**src/rtl/apb_master_bridge_pkg.sv**
```systemverilog
// ----------------------------------------------------------------------------
// apb_master_bridge_pkg
//   Shared types for the single-outstanding APB initiator.
//   - apb_mst_state_e : FSM state encoding (IDLE / SETUP / ACCESS)
//   - ST_*            : the same encodings as plain logic constants, so the
//                       FSM register can be a plain logic vector
//   - apb_mst_rsp_t   : one completed-transfer response {rdata, err}
//   Optional feature macro used by the bridge: APB_MASTER_TIMEOUT_EN.
// ----------------------------------------------------------------------------
package apb_master_bridge_pkg;

   localparam int APB_MST_RSP_DATA_WIDTH = 32;

   typedef enum logic [1:0] {
      IDLE   = 2'd0,
      SETUP  = 2'd1,
      ACCESS = 2'd2
   } apb_mst_state_e;

   localparam logic [1:0] ST_IDLE   = IDLE;
   localparam logic [1:0] ST_SETUP  = SETUP;
   localparam logic [1:0] ST_ACCESS = ACCESS;

   typedef struct packed {
      logic [APB_MST_RSP_DATA_WIDTH-1:0] rdata;
      logic                              err;
   } apb_mst_rsp_t;

endpackage

```
**src/rtl/apb_master_bridge_if.sv**
```systemverilog
// ----------------------------------------------------------------------------
// apb_master_bridge_if
//   Bundles the core-side req/gnt/r_valid bus and the APB initiator bus of
//   the bridge.
//   modport master : the bridge's view (drives gnt, response and APB request)
//   modport slave  : the environment's view (core + APB target)
//   Core side : req_i, gnt_o, addr_i, we_i, wdata_i, r_valid_o, r_rdata_o,
//               r_err_o
//   APB side  : PADDR_o, PWDATA_o, PWRITE_o, PSEL_o, PENABLE_o, PRDATA_i,
//               PREADY_i, PSLVERR_i
//   Handshake: a core transfer is accepted in the cycle where req_i and gnt_o
//   are both high; addr/we/wdata must be held with req_i until then. The
//   response is a single-cycle r_valid_o pulse; there is no back-pressure.
// ----------------------------------------------------------------------------
interface apb_master_bridge_if #(
   parameter int APB_ADDR_WIDTH = 32,
   parameter int APB_DATA_WIDTH = 32
);
   logic                      req_i;
   logic                      gnt_o;
   logic [APB_ADDR_WIDTH-1:0] addr_i;
   logic                      we_i;
   logic [APB_DATA_WIDTH-1:0] wdata_i;
   logic                      r_valid_o;
   logic [APB_DATA_WIDTH-1:0] r_rdata_o;
   logic                      r_err_o;

   logic [APB_ADDR_WIDTH-1:0] PADDR_o;
   logic [APB_DATA_WIDTH-1:0] PWDATA_o;
   logic                      PWRITE_o;
   logic                      PSEL_o;
   logic                      PENABLE_o;
   logic [APB_DATA_WIDTH-1:0] PRDATA_i;
   logic                      PREADY_i;
   logic                      PSLVERR_i;

   modport master (
      input  req_i, addr_i, we_i, wdata_i, PRDATA_i, PREADY_i, PSLVERR_i,
      output gnt_o, r_valid_o, r_rdata_o, r_err_o,
             PADDR_o, PWDATA_o, PWRITE_o, PSEL_o, PENABLE_o
   );

   modport slave (
      output req_i, addr_i, we_i, wdata_i, PRDATA_i, PREADY_i, PSLVERR_i,
      input  gnt_o, r_valid_o, r_rdata_o, r_err_o,
             PADDR_o, PWDATA_o, PWRITE_o, PSEL_o, PENABLE_o
   );
endinterface

```
**src/rtl/apb_master_bridge.sv**
```systemverilog
// ----------------------------------------------------------------------------
// apb_master_bridge
//   Single-outstanding APB initiator: turns a req/gnt + r_valid core bus into
//   APB SETUP/ACCESS transfers. One transfer in flight; all APB outputs and
//   the response are registered, only gnt_o is combinational.
// Ports
//   clk_i   : clock, rising edge
//   rst_i   : asynchronous reset, active-high
//   bus     : apb_master_bridge_if.master (core side + APB side)
//   state_o : current FSM state (ST_IDLE / ST_SETUP / ST_ACCESS), debug only
// Configuration
//   APB_MASTER_TIMEOUT_EN : when defined, an ACCESS phase that sees no
//   PREADY_i for TIMEOUT_CYCLES cycles is aborted with r_err_o=1,
//   r_rdata_o=0. When undefined, ACCESS waits for PREADY_i indefinitely.
// Latency: grant at T, SETUP at T+1, ACCESS at T+2, r_valid_o at T+3 with no
//   wait states; each wait state adds one cycle.
// ----------------------------------------------------------------------------
module apb_master_bridge
   import apb_master_bridge_pkg::*;
#(
   parameter int APB_ADDR_WIDTH = 32,
   parameter int APB_DATA_WIDTH = 32,
   parameter int TIMEOUT_CYCLES = 255
) (
   input  logic                       clk_i,
   input  logic                       rst_i,
   apb_master_bridge_if.master        bus,
   output logic [1:0]                 state_o
);

   // A zero-cycle timeout would abort before the target can ever answer.
   if (TIMEOUT_CYCLES < 1) begin : g_bad_timeout
      $error("apb_master_bridge: TIMEOUT_CYCLES must be at least 1");
   end

   logic [1:0]                state_q;
   logic [APB_ADDR_WIDTH-1:0] paddr_q;
   logic [APB_DATA_WIDTH-1:0] pwdata_q;
   logic                      pwrite_q;
   logic                      psel_q;
   logic                      penable_q;
   logic                      r_valid_q;
   logic [APB_DATA_WIDTH-1:0] r_rdata_q;
   logic                      r_err_q;

`ifdef APB_MASTER_TIMEOUT_EN
   localparam int CNT_W = $clog2(TIMEOUT_CYCLES + 1);
   logic [CNT_W-1:0] wait_cnt_q;
   logic             timeout_hit;

   // Expiry is the cycle whose PREADY_i=0 would push the count to the limit.
   assign timeout_hit = (wait_cnt_q + CNT_W'(1)) == CNT_W'(TIMEOUT_CYCLES);
`endif

   // Accepting only in IDLE is what keeps a single transfer in flight; the
   // grant may coincide with the previous r_valid_o pulse.
   assign bus.gnt_o = bus.req_i & (state_q == ST_IDLE);

   always_ff @(posedge clk_i or posedge rst_i) begin
      if (rst_i) begin
         state_q    <= ST_IDLE;
         paddr_q    <= '0;
         pwdata_q   <= '0;
         pwrite_q   <= 1'b0;
         psel_q     <= 1'b0;
         penable_q  <= 1'b0;
         r_valid_q  <= 1'b0;
         r_rdata_q  <= '0;
         r_err_q    <= 1'b0;
`ifdef APB_MASTER_TIMEOUT_EN
         wait_cnt_q <= '0;
`endif
      end else begin
         r_valid_q <= 1'b0;
         case (state_q)
            ST_IDLE: begin
               if (bus.req_i) begin
                  paddr_q  <= bus.addr_i;
                  pwrite_q <= bus.we_i;
                  pwdata_q <= bus.wdata_i;
                  psel_q   <= 1'b1;
                  state_q  <= ST_SETUP;
               end
            end
            ST_SETUP: begin
               penable_q  <= 1'b1;
               state_q    <= ST_ACCESS;
`ifdef APB_MASTER_TIMEOUT_EN
               wait_cnt_q <= '0;
`endif
            end
            ST_ACCESS: begin
               // PREADY_i wins over a simultaneous timeout expiry.
               if (bus.PREADY_i) begin
                  r_valid_q <= 1'b1;
                  r_rdata_q <= pwrite_q ? '0 : bus.PRDATA_i;
                  r_err_q   <= bus.PSLVERR_i;
                  psel_q    <= 1'b0;
                  penable_q <= 1'b0;
                  state_q   <= ST_IDLE;
               end
`ifdef APB_MASTER_TIMEOUT_EN
               else if (timeout_hit) begin
                  r_valid_q <= 1'b1;
                  r_rdata_q <= '0;
                  r_err_q   <= 1'b1;
                  psel_q    <= 1'b0;
                  penable_q <= 1'b0;
                  state_q   <= ST_IDLE;
               end else begin
                  wait_cnt_q <= wait_cnt_q + CNT_W'(1);
               end
`endif
            end
            default: begin
               psel_q    <= 1'b0;
               penable_q <= 1'b0;
               state_q   <= ST_IDLE;
            end
         endcase
      end
   end

   assign bus.PADDR_o   = paddr_q;
   assign bus.PWDATA_o  = pwdata_q;
   assign bus.PWRITE_o  = pwrite_q;
   assign bus.PSEL_o    = psel_q;
   assign bus.PENABLE_o = penable_q;
   assign bus.r_valid_o = r_valid_q;
   assign bus.r_rdata_o = r_rdata_q;
   assign bus.r_err_o   = r_err_q;
   assign state_o       = state_q;

endmodule

```
**src/flat_wrapper.sv**
```systemverilog
// flat-port wrapper written by rule: the top's interface ports become plain ports
module apb_master_bridge_flat import apb_master_bridge_pkg::*;
#(
   parameter int APB_ADDR_WIDTH = 32,
   parameter int APB_DATA_WIDTH = 32,
   parameter int TIMEOUT_CYCLES = 255
)
  (clk_i, rst_i, state_o, bus_req_i, bus_addr_i, bus_we_i, bus_wdata_i, bus_PRDATA_i, bus_PREADY_i, bus_PSLVERR_i, bus_gnt_o, bus_r_valid_o, bus_r_rdata_o, bus_r_err_o, bus_PADDR_o, bus_PWDATA_o, bus_PWRITE_o, bus_PSEL_o, bus_PENABLE_o);
  apb_master_bridge_if #(.APB_ADDR_WIDTH(APB_ADDR_WIDTH), .APB_DATA_WIDTH(APB_DATA_WIDTH)) bus_i ();
  input  logic clk_i;
  input  logic rst_i;
  output logic [1:0] state_o;
  input wire logic [$bits(bus_i.req_i)-1:0] bus_req_i;
  input wire logic [$bits(bus_i.addr_i)-1:0] bus_addr_i;
  input wire logic [$bits(bus_i.we_i)-1:0] bus_we_i;
  input wire logic [$bits(bus_i.wdata_i)-1:0] bus_wdata_i;
  input wire logic [$bits(bus_i.PRDATA_i)-1:0] bus_PRDATA_i;
  input wire logic [$bits(bus_i.PREADY_i)-1:0] bus_PREADY_i;
  input wire logic [$bits(bus_i.PSLVERR_i)-1:0] bus_PSLVERR_i;
  output wire logic [$bits(bus_i.gnt_o)-1:0] bus_gnt_o;
  output wire logic [$bits(bus_i.r_valid_o)-1:0] bus_r_valid_o;
  output wire logic [$bits(bus_i.r_rdata_o)-1:0] bus_r_rdata_o;
  output wire logic [$bits(bus_i.r_err_o)-1:0] bus_r_err_o;
  output wire logic [$bits(bus_i.PADDR_o)-1:0] bus_PADDR_o;
  output wire logic [$bits(bus_i.PWDATA_o)-1:0] bus_PWDATA_o;
  output wire logic [$bits(bus_i.PWRITE_o)-1:0] bus_PWRITE_o;
  output wire logic [$bits(bus_i.PSEL_o)-1:0] bus_PSEL_o;
  output wire logic [$bits(bus_i.PENABLE_o)-1:0] bus_PENABLE_o;
  assign bus_i.req_i = bus_req_i;
  assign bus_i.addr_i = bus_addr_i;
  assign bus_i.we_i = bus_we_i;
  assign bus_i.wdata_i = bus_wdata_i;
  assign bus_i.PRDATA_i = bus_PRDATA_i;
  assign bus_i.PREADY_i = bus_PREADY_i;
  assign bus_i.PSLVERR_i = bus_PSLVERR_i;
  assign bus_gnt_o = bus_i.gnt_o;
  assign bus_r_valid_o = bus_i.r_valid_o;
  assign bus_r_rdata_o = bus_i.r_rdata_o;
  assign bus_r_err_o = bus_i.r_err_o;
  assign bus_PADDR_o = bus_i.PADDR_o;
  assign bus_PWDATA_o = bus_i.PWDATA_o;
  assign bus_PWRITE_o = bus_i.PWRITE_o;
  assign bus_PSEL_o = bus_i.PSEL_o;
  assign bus_PENABLE_o = bus_i.PENABLE_o;
  apb_master_bridge #(.APB_ADDR_WIDTH(APB_ADDR_WIDTH), .APB_DATA_WIDTH(APB_DATA_WIDTH), .TIMEOUT_CYCLES(TIMEOUT_CYCLES)) u_core (.clk_i(clk_i), .rst_i(rst_i), .bus(bus_i), .state_o(state_o));
endmodule
```
**config.mk**
```make
export PLATFORM = sky130hd
export DESIGN_NAME = apb_master_bridge_flat
export DESIGN_NICKNAME = d
export VERILOG_FILES = /design/src/rtl/apb_master_bridge_pkg.sv /design/src/rtl/apb_master_bridge_if.sv /design/src/rtl/apb_master_bridge.sv /design/src/flat_wrapper.sv
export SDC_FILE = /design/constraint.sdc
export NUM_CORES = 1
export LEC_CHECK = 0
export CAP_MARGIN = 30
export CORE_AREA = 5 5 108 110
export CTS_CLUSTER_DIAMETER = 100
export CTS_CLUSTER_SIZE = 40
export DETAILED_ROUTE_END_ITERATION = 10
export DIE_AREA = 0 0 113 115
export PLACE_DENSITY_LB_ADDON = 0.08
export RECOVER_POWER = 50
export SLEW_MARGIN = 40
export SYNTH_ARGS = -nofsm -noshare
export SYNTH_HDL_FRONTEND = slang
export SYNTH_SLANG_ARGS = --single-unit
export TNS_END_PERCENT = 100
```
**constraint.sdc**
```tcl
create_clock -name clk_i -period 3.95 [get_ports clk_i]
set_input_delay 0.9875 -clock clk_i [delete_from_list [all_inputs] [get_ports clk_i]]
set_output_delay 0.9875 -clock clk_i [all_outputs]
set_load 0.05 [all_outputs]
```
==> metrics <==
fmax 321 MHz; Avg WL per Cell 15.9 microns; Num CTS Buffers 9; Yosys warning count 0; slowest CP cell clkdlybuf4s50_1; CTS tree yes; Worst-Margin Slew 1420 ps; Initial DRC Count 76; Reg-to-Reg Start u_core.state_o[1]; Slew Viols, Final 0; starting density of the core 39.6%; Rows 38; Synth top area share 61.3%; gate count of the mapped netlist 296; final hold violations 0; worst path cell trace clkdlybuf4s50_1, nor2b_1, nor2b_1, buf_12; clk_lat worst skew 360 ps; CTS clock-pin slew for the worst setup and hold paths 90 ps; syn avg cell area 14.2 sq um; fill cell count 893; vias in the first global route 3141; Root Buffer clkbuf_8; synth top area cells dfrtp_1 (61%), mux2_4 (14%), mux2_2 (7.2%); Startpoint Class input pin; die area 0.0130 sq mm; DP Worst Slack 943 ps; Die Y 115 microns; Max Used Layer met4; Post-Route Skew 12.1 ps; MaxCap Viol Count 0; nets 602; die width 113 microns; worst hold path startpoint u_core.bus.r_rdata_o[30]; CP top delay family buffers and inverters; via count 2914; DR WL met2 4880 microns; setup TNS 0 ps; part of the cycle the worst path needs 78.9%; CTS resizes 0; clock buffer depth 2; Crit path required time 2960 ps; hold buffers post-CTS 0; final setup margin 834 ps; largest net degree at the start of global routing 66; Congestion Overflow GR 0; final count of negative-setup-slack endpoints 0; most used cell along the critical path nor2b_1; first-pass GRT wire length 16200 microns; detailed placement HPWL 7560 microns; Worst Setup SP bus_req_i; share of cells above drive strength 1 14.1%; Setup crit end kind output pin; antenna-violating nets left 0; HP Class reg -> reg; clk sink count 103; vias per cell 4.53; Max stage delay on crit path 460 ps; Unique masters post-synth 20; I/O pin total 206; Buf/Inv on CP 2; Placeable Area 0.0106 sq mm; slew margin rel. 5.33%; crit path kind in -> out; Core Util, Final 60.7%; outcome finished clean; Static Leakage 2.73 nW; post-CTS setup repair buffer count 0; RSZ-0062 raised after global routing no; post-route minimum period 3120 ps; met3 WL 900 microns; ANT cells 0; #FFs+latches synth 103; Pwr Density 989 mW/mm^2; Yosys top cell by area dfrtp_1; post-synthesis sequential area ratio 61.3%; syn_nets 398; wl on met1 4260 microns; worst vdd ir 445 uV; initial antenna violation count 0; placer congestion estimate 0.740; Max Fanout on Critical Path 3; drt first pass iters 4; mapped cell area 0.00420 sq mm; CTS H-tree lvls 3; Layout area overhead 53.1%; Port Buf Inserts 205; WL final 10300 microns; Arr. time, crit path 2130 ps; DR DRC count 0; GRT Util Overall 16.0%
-- cells in the mapped netlist --
cell and count:
buf_4 5, o21a_1 1, mux2_2 27, o21ai_0 33
nand3b_1 1, nand2_1 33, a21oi_1 1, clkbuf_1 4
nor2b_1 1, nor2b_2 1, mux2i_1 1, buf_1 1
buf_12 5, mux2_4 39, dfrtp_1 103, buf_2 2
nand2b_1 32, inv_1 4, o22ai_1 1, nor2b_4 1
-- state kept, by name, indices dropped and copies added, names as in the netlist --
register              count
u_core.bus.PENABLE_o      1
u_core.state_o            2
u_core.bus.PWRITE_o       1
u_core.bus.r_err_o        1
u_core.bus.r_rdata_o     32
u_core.bus.PSEL_o         1
u_core.bus.PADDR_o       32
u_core.bus.r_valid_o      1
u_core.bus.PWDATA_o      32
-- stage by stage --
| stage | power [mW] | hold WS, ps | cell area [sq um] | cells |
|---|---|---|---|---|
| 3_3_place_gp | 5.81 | 460 | 6340 | 629 |
| 6_report | 6.36 | 483 | 6430 | 643 |
| 5_1_grt | 6.68 | 511 | 6430 | 643 |
| 4_1_cts | 6.51 | 491 | 6520 | 643 |
| 3_5_place_dp | 5.85 | 471 | 6340 | 629 |
| 2_1_floorplan | 4.56 | 753 | 4200 | 296 |
-- per-layer routing --
layer / track usage [%] / up-vias
met4: 7.21 / 0
met3: 5.37 / 15
met2: 25.4 / 115
li1: - / 1393
met5: 0 / -
met1: 20.0 / 1391
-- area by class of cell --
| cell class | count | area, sq um | share of cell area (%) |
|---|---|---|---|
| clock buffers | 13 | 149 | 2.31 |
| clock inverters | 1 | 30.0 | 0.467 |
| repair buffers | 210 | 2090 | 32.5 |
| inverters | 4 | 20.0 | 0.311 |
| well taps | 140 | 175 | 2.72 |
| multi-input cells | 172 | 1390 | 21.6 |
| flip-flops and latches | 103 | 2580 | 40.1 |
-- worst paths after layout --
check	endpoint	slack [ps]	depth (start not counted)
max in group asynchronous	u_core.bus.PENABLE_o	1300	3
min in group asynchronous	u_core.bus.PADDR_o[14]	1170	2
min reg2reg	u_core.bus.r_rdata_o[30]	480	2
min	u_core.bus.r_rdata_o[30]	480	2
max reg2reg	u_core.bus.PWDATA_o[9]	1520	4
max	bus_gnt_o	830	4
-- cells by family (layout without fill, tap and decap cells) --
kind of cell           after synthesis  after routing  synth area share [%]
multiplexers                        67             67                  21.4
AO/OA/AOI/OAI                       36             36                  4.38
AND/OR/NAND/NOR                     69             69                  8.57
buffers and inverters               21            228                  4.32
flip-flops                         103            103                  61.3
-- power breakdown --
group | internal (mW) | total (mW) | switching, mW
clock network | 0.305 | 0.641 | 0.336
registers | 1.55 | 1.82 | 0.267
logic | 1.46 | 3.90 | 2.44
-- worst register-to-register path, cell delays in order, from the launching register on --
cell and delay (ps):
dfrtp_1 460, nor2b_1 210, nor2b_1 300, clkbuf_4 920
mux2_2 440
-- layout by cell type (no fill, tap or decap) --
master,count
mux2_2,27
nor2b_1,3
o22ai_1,1
buf_4,1
o21ai_0,33
clkbuf_8,10
mux2i_1,1
dfrtp_1,103
nand3b_1,1
clkbuf_2,1
inv_6,1
nand2b_1,32
o21a_1,1
clkbuf_4,1
bufinv_16,1
clkdlybuf4s50_1,202
mux2_4,28
nand2_1,33
clkbuf_1,5
a21oi_1,1
inv_1,3
mux2_1,11
buf_12,1
dlygate4sd3_1,2
Note: power is estimated with default switching activity, not from simulation.
